### config.mk
export PLATFORM = sky130hd
export DESIGN_NAME = ps2_key_tracker
export DESIGN_NICKNAME = d
export VERILOG_FILES = /design/src/rtl/ps2_key_tracker.sv
export SDC_FILE = /design/constraint.sdc
export NUM_CORES = 1
export LEC_CHECK = 0
export CAP_MARGIN = 25
export CORE_MARGIN = 8
export CORE_UTILIZATION = 49
export DETAILED_ROUTE_END_ITERATION = 8
export GPL_TIMING_DRIVEN = 0
export PLACE_DENSITY = 0.77
export SLEW_MARGIN = 20
export SYNTH_ARGS = -nofsm -noshare
export SYNTH_HDL_FRONTEND = slang
export SYNTH_SLANG_ARGS = --single-unit
### constraint.sdc
create_clock -name clk -period 2.9 [get_ports clk]
set_input_delay 0.725 -clock clk [delete_from_list [all_inputs] [get_ports clk]]
set_output_delay 0.725 -clock clk [all_outputs]
set_load 0.005 [all_outputs]
### src/rtl/ps2_key_tracker.sv
// PS/2 set-2 scan-code tracker: turns the receiver byte stream into a pressed-key bitmap
// plus a one-cycle event strobe, with prefix timeout and error recovery.
module ps2_key_tracker #(
  parameter int TIMEOUT_CYCLES = 100000,
  parameter bit REPEAT_EN      = 1'b0
) (
  input  logic         clk,
  input  logic         rst,
  input  logic [7:0]   rx_byte,
  input  logic         rx_valid,
  input  logic         rx_err,
  output logic [127:0] key_down,
  output logic [8:0]   last_change,
  output logic         key_valid,
  output logic         overrun
);

  // state   | meaning
  // IDLE    | waiting for a make code or a prefix
  // BRK     | F0 seen, next byte is a released key
  // EXT     | E0 seen, extended keys are not tracked
  // EXT_BRK | E0 F0 seen, next byte is dropped
  // SKIP    | inside E1 pause sequence, skip_cnt bytes still to drop
  typedef enum logic [2:0] {IDLE, BRK, EXT, EXT_BRK, SKIP} state_t;

  localparam int TW = (TIMEOUT_CYCLES < 2) ? 1 : $clog2(TIMEOUT_CYCLES + 1);

  state_t        state;
  logic [TW-1:0] to_cnt;
  logic [2:0]    skip_cnt;
  logic [6:0]    code;

  assign code = rx_byte[6:0];

  always_ff @(posedge clk or negedge rst) begin
    if (!rst) begin
      state       <= IDLE;
      to_cnt      <= '0;
      skip_cnt    <= '0;
      key_down    <= '0;
      last_change <= '0;
      key_valid   <= 1'b0;
      overrun     <= 1'b0;
    end else begin
      key_valid <= 1'b0;
      overrun   <= 1'b0;
      if (rx_err) begin
        state    <= IDLE;
        skip_cnt <= '0;
        to_cnt   <= '0;
      end else if (rx_valid) begin
        to_cnt <= '0;
        case (state)
          IDLE: begin
            if (rx_byte == 8'hF0) begin
              state <= BRK;
            end else if (rx_byte == 8'hE0) begin
              state <= EXT;
            end else if (rx_byte == 8'hE1) begin
              state    <= SKIP;
              skip_cnt <= 3'd7;
            end else if (rx_byte == 8'h00 || rx_byte == 8'hFF) begin
              key_down <= '0;
              overrun  <= 1'b1;
            end else if (!rx_byte[7]) begin
              // bitmap and last_change move together so key_down[last_change] is coherent
              if (!key_down[code]) begin
                key_down[code] <= 1'b1;
                last_change    <= {2'b00, code};
                key_valid      <= 1'b1;
              end else if (REPEAT_EN) begin
                last_change <= {2'b00, code};
                key_valid   <= 1'b1;
              end
            end
          end
          BRK: begin
            state <= IDLE;
            if (!rx_byte[7] && key_down[code]) begin
              key_down[code] <= 1'b0;
              last_change    <= {2'b00, code};
              key_valid      <= 1'b1;
            end
          end
          EXT:     state <= (rx_byte == 8'hF0) ? EXT_BRK : IDLE;
          EXT_BRK: state <= IDLE;
          SKIP: begin
            skip_cnt <= skip_cnt - 3'd1;
            if (skip_cnt == 3'd1) state <= IDLE;
          end
          default: state <= IDLE;
        endcase
      end else if (state != IDLE) begin
        // a byte arriving on the expiry cycle takes priority (branch above)
        if (to_cnt == TW'(TIMEOUT_CYCLES - 1)) begin
          state    <= IDLE;
          to_cnt   <= '0;
          skip_cnt <= '0;
        end else begin
          to_cnt <= to_cnt + TW'(1);
        end
      end
    end
  end

endmodule

==> summary.md <==
| Metric | Value |
|---|---|
| Lkg Pwr | `0.00560 µW` |
| Failing checks | `negative setup slack` |
| Chip width | `155 µm` |
| Die area | `24100 µm²` |
| Max Freq | `271 MHz` |
| I/O Buffers | `140` |
| Post-synth top area share | `0.421` |
| CTS tree | `yes` |
| Crit. End Element | `flop` |
| Asr flop ratio synth | `1.00` |
| WL/cell | `25.4 µm` |
| Final Hold Vio Count | `0` |
| Ports | `151` |
| Mapped Avg Cell Area | `9.24 µm²` |
| Post-DP Area | `11300 µm²` |
| Total wire length | `37.8 mm` |
| Core Area | `19300 µm²` |
| Initial Util | `0.493` |
| Finished Cell Area | `12800 µm²` |
| Outcome | `complete, but fails checks` |
| Area of the mapped netlist | `9500 µm²` |
| Reg2reg path depth | `10` |
| Via-per-instance ratio | `6.65` |
| Total congestion overflow | `0` |
| Worst min path class | `primary input to asynchronous set/reset pin` |
| Period Utilization, post-route | `1.27` |
| Flops & latches, synth | `160` |
| VDD IR max | `0.000354 V` |
| Initial DRC count | `1595` |
| Count leader, synth | `dfrtp_1` |
| CTS root buf | `clkbuf_16` |
| Fin worst setup slack | `-0.793 ns` |
| DRT antenna net count | `0` |
| Die height | `155 µm` |
| Clock Pin Slew Worst Setup and Hold Paths | `0.06 ns` |
| Non-filler instance count after layout | `1487` |
| Crit path kind | `primary input to flop` |
| Row count | `51` |
| Fillers | `1502` |
| Final min period | `3.69 ns` |
| Register area | `4000 µm²` |
| Drt first pass iters | `6` |
| Prevailing post-synth register cell | `dfrtp_1` |
| Most frequent cells after synthesis | `160 x dfrtp_1, 134 x a21oi_1, 131 x inv_1` |
| Clock latency on the worst-skew pair | `0.44 ns` |
| Gpl congestion | `0.984` |
| Post-synth EDFFs | `0` |
| CP required | `3.25 ns` |
| Ys Warns | `0` |
| Largest net degree at the start of global routing | `87` |
| First-pass GRT wire length | `56.7 mm` |
| Top cells by area, synth | `dfrtp_1 42%, mux4_2 10%, a32oi_1 8.3%` |
| Area Overhead vs Synth | `35.2%` |
| Setup Viol. Count Final | `136` |
| Layout cells sized above 1 | `0.182` |
| Vias post-DR | `9892` |
| Multi-input combinational cell area | `4880 µm²` |
| Clock buffer count from CTS | `17` |
| H-Tree Depth | `4` |
| Area leader, netlist | `dfrtp_1` |
| Vias in the first global route | `9542` |
| DP Cell Count | `1436` |
| Startpoint types | `primary input` |
| Mapped Cells | `1028` |
| Worst Path Max Fanout | `10` |
| Worst path arrival time | `4.04 ns` |
| Clk sink count | `160` |
| Max Cap Viol | `0` |
| Fin. max-slew vios | `0` |
| Total Routing Usage GR | `0.311` |
| Dpl hpwl | `25.0 mm` |
| Nets@finish | `1225` |
| Pwr/cell area | `418 nW/µm²` |
| Worst Clk Skew | `0.0109 ns` |
| Register area share after synthesis | `0.421` |
| Tightest Pin Transition | `1.05 ns` |
| DRC violations left | `0` |
| Ant diodes | `0` |
| Initial antenna violation count | `0` |
| CTS max path bufs | `2` |
| Cell variety after synth | `50` |
| RSZ-0062 raised after global routing | `true` |
| Worst relative slew slack | `0.303` |
[area by class of cell]
| type | instances | share of cell area |
|---|---|---|
| Buffer | 110 | 0.0592 |
| Clock buffer | 21 | 0.0351 |
| Clock inverter | 10 | 0.0126 |
| Inverter | 131 | 0.0383 |
| Multi-Input combinational cell | 626 | 0.380 |
| Sequential cell | 160 | 0.312 |
| Tap cell | 265 | 0.0258 |
| Timing Repair Buffer | 164 | 0.137 |
[sequential cells by signal, indices dropped and copies added (netlist names)]
signal,count
overrun,1
to_cnt,17
key_down,128
key_valid,1
skip_cnt,3
last_change,7
state,3
[cell usage in the layout (no fill, tap or decap), types with 4 or more instances in the layout]
master and count:
a211oi_1 4, a21oi_1 133, a32oi_1 90, buf_1 5, buf_12 11, buf_16 7
buf_2 6, buf_4 17, buf_6 6, buf_8 5, bufinv_16 4, clkbuf_1 61
clkbuf_16 20, clkbuf_2 7, clkbuf_4 10, clkdlybuf4s50_1 139, dfrtp_1 160, inv_1 131
mux2_2 9, mux4_2 42, nand2_1 65, nand2b_1 8, nand3_1 18, nand4_1 7
nor2_1 30, nor2b_1 10, nor3_1 13, nor3b_1 4, o21ai_0 39, o21ai_1 38
o21ai_2 24, o221ai_2 32, xor2_1 9
[metrics by stage]
step | hold slack, ns | power, µW | util | TNS, ns | setup slack (ns)
after floorplan | 0.429 | 2630 | - | -104.04 | -0.879
after global placement | 0.490 | 2840 | 0.586 | -1090.63 | -5.43
after detailed placement | 0.497 | 2850 | 0.588 | -211.70 | -1.68
after CTS | 0.272 | 5310 | 0.656 | -86.50 | -0.714
after global routing | 0.286 | 5490 | 0.666 | -93.87 | -0.767
final | 0.244 | 5360 | 0.666 | -92.69 | -0.793
[power breakdown]
group	switching [µW]	internal, µW
logic	436	249
registers	21.2	2260
clock network	943	1460
total	1400	3960
[repair_timing]
item,in CTS,in global routing
gates resized for setup,148,69
buffers inserted,13,1
setup endpoints to repair,136,137
pin swaps,6,5
hold buffers,0,0
cloned,6,2
[logic make-up (layout without fill, tap and decap cells)]
logic type / Yosys count / in the layout / synth area share
other: 1 / 2 / 0.000395
AOI/OAI and AO/OA: 377 / 377 / 0.253
xor gates and xnor gates: 11 / 11 / 0.0101
muxes: 55 / 55 / 0.116
DFF: 160 / 160 / 0.421
buffers and inverters: 243 / 436 / 0.105
adders and majority gates: 3 / 3 / 0.00395
and+or+nand+nor: 178 / 178 / 0.0898
[final timing paths]
path,endpoint,startpoint,slack [ns]
max in group asynchronous,key_down[6],rst,1.81
worst min-delay path,to_cnt[6],rst,0.24
worst max-delay path,key_down[39],rx_byte[2],-0.79
worst max register to register,key_down[39],key_down[111],-0.66
worst min register to register,last_change[5],last_change[5],0.50
min in group clk,last_change[5],last_change[5],0.50
[critical path: stages]
cell and delay, ns:
buf_6 0.16, buf_12 0.16, buf_12 0.17, mux4_2 0.35, mux4_2 0.52, mux4_2 0.50
mux2i_4 0.20, mux2_4 0.33, or2_4 0.27, buf_8 0.16, buf_12 0.15, buf_12 0.15
o221ai_2 0.18
[layer usage]
layer / global-route usage / vias to the layer above / wire [µm]
li1: - / 4128 / -
met1: 0.389 / 4696 / 13700
met2: 0.454 / 863 / 16200
met3: 0.117 / 205 / 5440
met4: 0.180 / 0 / 2500
met5: 0 / - / 0
Power figures use the tool's default switching activity.
